## src/rtl/rst_seq_ctrl_pkg.sv

```systemverilog
// rst_seq_ctrl_pkg: shared sequencer state encoding and 50 MHz default timing.
`default_nettype none

package rst_seq_ctrl_pkg;

   typedef enum logic [2:0] {
      ST_WAIT_LOCK = 3'd0,
      ST_RELEASE   = 3'd1,
      ST_WAIT_ACK  = 3'd2,
      ST_DONE      = 3'd3,
      ST_ERROR     = 3'd4
   } seq_state_t;

   localparam logic [19:0] DEF_STAGE_DLY   = 20'd5000;
   localparam logic [19:0] DEF_ACK_TIMEOUT = 20'd500000;
   localparam logic [7:0]  DEF_LOCK_FILT   = 8'd64;

endpackage

`default_nettype wire

```

## src/rtl/rst_seq_ctrl_sync_2ff.sv

```systemverilog
// rst_seq_ctrl_sync_2ff: two-flop synchroniser for asynchronous level inputs.
`default_nettype none

module rst_seq_ctrl_sync_2ff #(
   parameter int WIDTH = 1
) (
   input  logic             clk,
   input  logic             rst_n,
   input  logic [WIDTH-1:0] i_d,
   output logic [WIDTH-1:0] o_q
);

   logic [WIDTH-1:0] r_meta;

   always_ff @(posedge clk or negedge rst_n) begin
      if (!rst_n) begin
         r_meta <= '0;
         o_q    <= '0;
      end else begin
         r_meta <= i_d;
         o_q    <= r_meta;
      end
   end

endmodule

`default_nettype wire

```

## src/rtl/rst_seq_ctrl.sv

```systemverilog
// rst_seq_ctrl: releases NUM_STAGES subsystem resets in order after PLL lock,
// waiting for each stage's init-done handshake with a timeout.
`default_nettype none

module rst_seq_ctrl
   import rst_seq_ctrl_pkg::*;
#(
   parameter int               NUM_STAGES  = 4,
   parameter int               CNT_W       = 20,
   parameter logic [CNT_W-1:0] STAGE_DLY   = CNT_W'(DEF_STAGE_DLY),
   parameter logic [CNT_W-1:0] ACK_TIMEOUT = CNT_W'(DEF_ACK_TIMEOUT),
   parameter logic [7:0]       LOCK_FILT   = DEF_LOCK_FILT
) (
   input  logic                  clk_50m,
   input  logic                  rst_n,
   input  logic                  pll_locked,
   input  logic                  sw_rst_req,
   input  logic [NUM_STAGES-1:0] stage_done,
   output logic [NUM_STAGES-1:0] stage_rst_n,
   output logic                  seq_done,
   output logic                  seq_err,
   output logic [2:0]            err_stage
);

   logic                  w_lock_s;
   logic [NUM_STAGES-1:0] w_done_s;
   logic                  w_done_cur;
   logic                  w_last_stage;

   seq_state_t            r_state;
   logic [CNT_W-1:0]      r_cnt;
   logic [7:0]            r_filt;
   logic [2:0]            r_idx;
   logic [NUM_STAGES-1:0] r_rel;
   logic                  r_seq_done;
   logic                  r_seq_err;
   logic [2:0]            r_err_stage;

   rst_seq_ctrl_sync_2ff #(.WIDTH(1)) u_lock_sync (
      .clk   (clk_50m),
      .rst_n (rst_n),
      .i_d   (pll_locked),
      .o_q   (w_lock_s)
   );

   rst_seq_ctrl_sync_2ff #(.WIDTH(NUM_STAGES)) u_done_sync (
      .clk   (clk_50m),
      .rst_n (rst_n),
      .i_d   (stage_done),
      .o_q   (w_done_s)
   );

   always_comb begin
      w_done_cur = 1'b0;
      for (int i = 0; i < NUM_STAGES; i++) begin
         if (3'(i) == r_idx) w_done_cur = w_done_s[i];
      end
   end

   assign w_last_stage = (r_idx == 3'(NUM_STAGES - 1));

   always_ff @(posedge clk_50m or negedge rst_n) begin
      if (!rst_n) begin
         r_state     <= ST_WAIT_LOCK;
         r_cnt       <= '0;
         r_filt      <= '0;
         r_idx       <= '0;
         r_rel       <= '0;
         r_seq_done  <= 1'b0;
         r_seq_err   <= 1'b0;
         r_err_stage <= '0;
      end else if (sw_rst_req) begin
         r_state     <= ST_WAIT_LOCK;
         r_cnt       <= '0;
         r_filt      <= '0;
         r_idx       <= '0;
         r_rel       <= '0;
         r_seq_done  <= 1'b0;
         r_seq_err   <= 1'b0;
         r_err_stage <= '0;
      end else if (r_state != ST_WAIT_LOCK && !w_lock_s) begin
         // Lock loss: error status survives so software can still inspect it.
         r_state    <= ST_WAIT_LOCK;
         r_cnt      <= '0;
         r_filt     <= '0;
         r_idx      <= '0;
         r_rel      <= '0;
         r_seq_done <= 1'b0;
      end else begin
         case (r_state)
            ST_WAIT_LOCK: begin
               if (!w_lock_s) begin
                  r_filt <= '0;
               end else if (r_filt == LOCK_FILT - 8'd1) begin
                  r_filt  <= '0;
                  r_cnt   <= '0;
                  r_idx   <= '0;
                  r_state <= ST_RELEASE;
               end else begin
                  r_filt <= r_filt + 8'd1;
               end
            end
            ST_RELEASE: begin
               if (r_cnt == STAGE_DLY - 1'b1) begin
                  for (int i = 0; i < NUM_STAGES; i++) begin
                     if (3'(i) == r_idx) r_rel[i] <= 1'b1;
                  end
                  r_cnt   <= '0;
                  r_state <= ST_WAIT_ACK;
               end else begin
                  r_cnt <= r_cnt + 1'b1;
               end
            end
            ST_WAIT_ACK: begin
               if (w_done_cur) begin
                  r_cnt <= '0;
                  if (w_last_stage) begin
                     // A clean completion supersedes any error left from an earlier run.
                     r_seq_done <= 1'b1;
                     r_seq_err  <= 1'b0;
                     r_state    <= ST_DONE;
                  end else begin
                     r_idx   <= r_idx + 3'd1;
                     r_state <= ST_RELEASE;
                  end
               end else if (r_cnt == ACK_TIMEOUT - 1'b1) begin
                  for (int i = 0; i < NUM_STAGES; i++) begin
                     if (3'(i) >= r_idx) r_rel[i] <= 1'b0;
                  end
                  r_seq_err   <= 1'b1;
                  r_err_stage <= r_idx;
                  r_cnt       <= '0;
                  r_state     <= ST_ERROR;
               end else begin
                  r_cnt <= r_cnt + 1'b1;
               end
            end
            default: ;
         endcase
      end
   end

   assign stage_rst_n = r_rel;
   assign seq_done    = r_seq_done;
   assign seq_err     = r_seq_err;
   assign err_stage   = r_err_stage;

endmodule

`default_nettype wire
```

## config.mk

```make
export PLATFORM = sky130hd
export DESIGN_NAME = rst_seq_ctrl
export DESIGN_NICKNAME = d
export VERILOG_FILES = /design/src/rtl/rst_seq_ctrl_pkg.sv /design/src/rtl/rst_seq_ctrl_sync_2ff.sv /design/src/rtl/rst_seq_ctrl.sv
export SDC_FILE = /design/constraint.sdc
export NUM_CORES = 1
export LEC_CHECK = 0
export ABC_AREA = 0
export BUFFER_PORTS_ARGS = -buffer_cell sky130_fd_sc_hd__buf_2
export CORE_ASPECT_RATIO = 1.4
export CORE_MARGIN = 8
export CORE_UTILIZATION = 40
export DETAILED_ROUTE_END_ITERATION = 12
export GPL_TIMING_DRIVEN = 0
export PLACE_DENSITY_LB_ADDON = 0.08
export REMOVE_ABC_BUFFERS = 1
export SLEW_MARGIN = 20
export SYNTH_ARGS = -nofsm -noshare
export SYNTH_HDL_FRONTEND = slang
export SYNTH_SLANG_ARGS = --single-unit
```

## constraint.sdc

```tcl
create_clock -name clk_50m -period 2.8 [get_ports clk_50m]
set_clock_uncertainty 0.05 [all_clocks]
set_input_delay 0.14 -clock clk_50m [delete_from_list [all_inputs] [get_ports clk_50m]]
set_output_delay 0.14 -clock clk_50m [all_outputs]
set_load 0.1 [all_outputs]
```

==> summary.md <==
| Metric | Value |
|---|---|
| Largest area contributor in the netlist | `dfrtp_1` |
| Critical path's most frequent cell | `o211ai_1` |
| Post-synthesis mux area share | `4.22%` |
| Leakage Power | `0.00130 uW` |
| Starting density of the core | `41.0%` |
| Die area | `10100 um2` |
| Post-Synth XOR/XNOR Area | `3.08%` |
| Peak Freq | `388 MHz` |
| Initial drt markers | `70` |
| Max H-tree Level | `2` |
| Share of layout cells above drive strength 1 | `15.5%` |
| Core area | `6940 um2` |
| Worst path arrival time | `2.72 ns` |
| Post-synthesis cell count | `281` |
| Worst-skew pair later-pin latency | `0.30 ns` |
| TritonCTS Buffers | `5` |
| Post-route cell area | `3100 um2` |
| Post-Syn Area | `2840 um2` |
| FF+latch area | `1330 um2` |
| Max Cap Violations | `0` |
| Total power | `1930 uW` |
| Detail-routed net length per standard cell | `15.7 um` |
| Synth Register Bits | `53` |
| Final Hold Fails | `0` |
| R2r setup slk | `0.22 ns` |
| Worst path top cell family by delay | `simple AND/OR/NAND/NOR gates` |
| Die Wd | `87.3 um` |
| Total Nets Final | `310` |
| Period Utilization, post-route | `92.0%` |
| Largest net degree at the start of global routing | `54` |
| Share of the synthesized area in the top cell type | `46.6%` |
| CP max stage cell | `dfrtp_1` |
| Status | `complete, no violations` |
| Die Ht | `116 um` |
| Commonest non-fill, non-tap cell in the layout | `dfrtp_1` |
| Hold crit path type | `in2reg` |
| Total gr overflow | `0` |
| Post-synth ARST share | `100%` |
| Setup CP Type | `reg2reg` |
| Reg2reg start | `r_idx[1]` |
| Largest family of logic cells by synthesized area | `simple AND/OR/NAND/NOR gates` |
| Num rows | `36` |
| Final Critical Period | `2.58 ns` |
| Drc violations | `0` |
| CP startpoint kind | `flip-flop` |
| CTS max path bufs | `2` |
| DR vias/cell | `5.54` |
| Vias in the first global route | `2246` |
| CTS tree | `done` |
| Clock sink total | `53` |
| Clock-pin slew on the worst setup and hold paths | `0.09 ns` |
| Cell variety after synth | `55` |
| Synth Area per Inst | `10.1 um2` |
| CP Cell Sequence | `inv_1, ha_1, and3b_1, o211ai_1, nand3_1, or3_1, o211ai_1, mux2_2` |
| Unrepaired setup endpoints after global routing | `false` |
| Initial antenna violation count | `0` |
| # fillers | `701` |
| Port-buffer cells | `16` |
| Fraction of the yosys area taken by sequential cells | `46.6%` |
| Reg2reg path depth | `8` |
| Synthesis-to-finish area growth | `8.93%` |
| GPL Wtd Cong | `0.779` |
| CTS root buf | `clkbuf_8` |
| Max rail drop VDD | `354 uV` |
| Placed instance area | `2950 um2` |
| First-pass GRT wire length | `10500 um` |
| Worst setup margin | `0.224 ns` |
| Start point of the worst hold path | `sw_rst_req` |
| Number of synthesized flops with an enable pin | `0` |
| # IOs | `17` |
| Top_reg_cell synth | `dfrtp_1` |
| Most frequent cells in the layout | `dfrtp_1 (52), nand2_1 (24), nor2_1 (22)` |
| Final setup viols | `0` |
| Adder-cell share of the synthesized area | `2.20%` |
| Compound-Gate Fraction of Synth Area | `17.3%` |
| Critical Path RT | `2.94 ns` |
| Critical-path maximum fanout | `10` |
| Gr usage total | `13.0%` |
| Total routed wirelength | `6140 um` |
| Antenna diodes | `0` |
| First-pass detailed-route iteration total | `6` |
| Worst hold path cell count | `2` |
| Area taken by multi-input logic gates | `1400 um2` |
| Antenna Nets Post-Route | `0` |
| PwrDens | `622 nW/um2` |
| Max-slew violations | `0` |
| Dpl ws | `-0.0815 ns` |
| Worst stage delay on the critical path | `0.54 ns` |
| Vias | `2165` |
| Yosys synthesis warning count | `0` |
| Synth top area cells | `dfrtp_1 (47%), nand3_1 (3.2%), nand2_1 (3.2%)` |
| Hold Path End | `err_stage[0]` |
| Slew Limit Headroom | `54.7%` |
| CP Buf/Inv Count | `1` |
| Simple-gate area share of the yosys netlist | `22.5%` |
| Slew @ Worst Pin | `0.680 ns` |
| Worst R2R End | `stage_rst_n[3]` |
| Dpl hpwl | `4290 um` |
| CP endpoint kind | `flip-flop` |
==> layout make-up <==
class                           instances  area share [%]
Clock buffer                            5            2.22
Clock inverter                          1           0.162
Inverter                                5           0.606
Multi-Input combinational cell        208            45.2
Sequential cell                        53            42.9
Tap cell                               95            3.84
Timing Repair Buffer                   24            5.09
==> registers in the layout (all words and copies together) (netlist names) <==
| register | flops |
|---|---|
| stage_rst_n | 4 |
| r_state | 3 |
| seq_err | 1 |
| u_lock_sync.o_q | 1 |
| u_done_sync.r_meta | 4 |
| r_filt | 8 |
| u_lock_sync.r_meta | 1 |
| seq_done | 1 |
| u_done_sync.o_q | 4 |
| r_idx | 3 |
| r_cnt | 20 |
| err_stage | 3 |
==> cells in the mapped netlist, types with 5 or more instances <==
| master | instances |
|---|---|
| a21oi_1 | 13 |
| nor2_1 | 22 |
| nand4_1 | 13 |
| buf_2 | 6 |
| inv_1 | 5 |
| or3_1 | 7 |
| dfrtp_1 | 53 |
| a22o_1 | 7 |
| mux2i_1 | 6 |
| nand2_1 | 24 |
| ha_1 | 5 |
| o21ai_0 | 13 |
| nand3_1 | 18 |
| xor2_1 | 6 |
| nor3_1 | 5 |
==> cells by family after synthesis <==
| group | count (synthesis) |
|---|---|
| AO/OA/AOI/OAI | 65 |
| buffers and inverters | 20 |
| AND/OR/NAND/NOR | 117 |
| XOR/XNOR | 10 |
| multiplexers | 11 |
| adder cells (fa/ha/maj) | 5 |
| flip-flops | 53 |
==> routing by layer <==
metal  up-vias  wire [um]  global-route usage, %
met2        25       3230                   23.7
met5         -          0                      0
li1       1064          -                      -
met3         5        119                   2.20
met4         0         60                   4.15
met1      1071       2730                   14.9
==> repair_timing <==
action	CTS	global route
setup buffers	2	0
resized for setup	0	1
pin swaps	1	0
hold buffers	6	0
endpoints found under the setup margin	12	14
endpoints found under the hold margin	58	0
==> through the flow <==
step	hold WS (ns)	util [%]	instances	setup TNS, ns
5_1_grt	0.107	44.7	391	0
2_1_floorplan	-0.206	-	266	0
3_3_place_gp	0.197	42.5	377	-0.519
4_1_cts	0.0749	44.6	391	0
3_5_place_dp	0.178	42.5	377	-0.591
6_report	0.0861	44.7	391	0
==> how the worst max path moves through the flow <==
stage	from	endpoint	depth (start not counted)
finish	r_idx[1]	stage_rst_n[3]	8
floorplan	r_idx[0]	stage_rst_n[3]	8
global route	r_idx[1]	stage_rst_n[3]	8
global placement	r_idx[0]	r_cnt[10]	8
detailed placement	r_idx[0]	r_cnt[12]	8
CTS	r_idx[0]	r_cnt[12]	8
==> power breakdown <==
| group | total (uW) | internal (uW) | switching [uW] |
|---|---|---|---|
| Clock | 392 | 165 | 227 |
| Sequential | 863 | 816 | 47.5 |
| Combinational | 672 | 205 | 467 |
| Total | 1930 | 1190 | 742 |
Note: power is estimated with default switching activity, not from simulation.
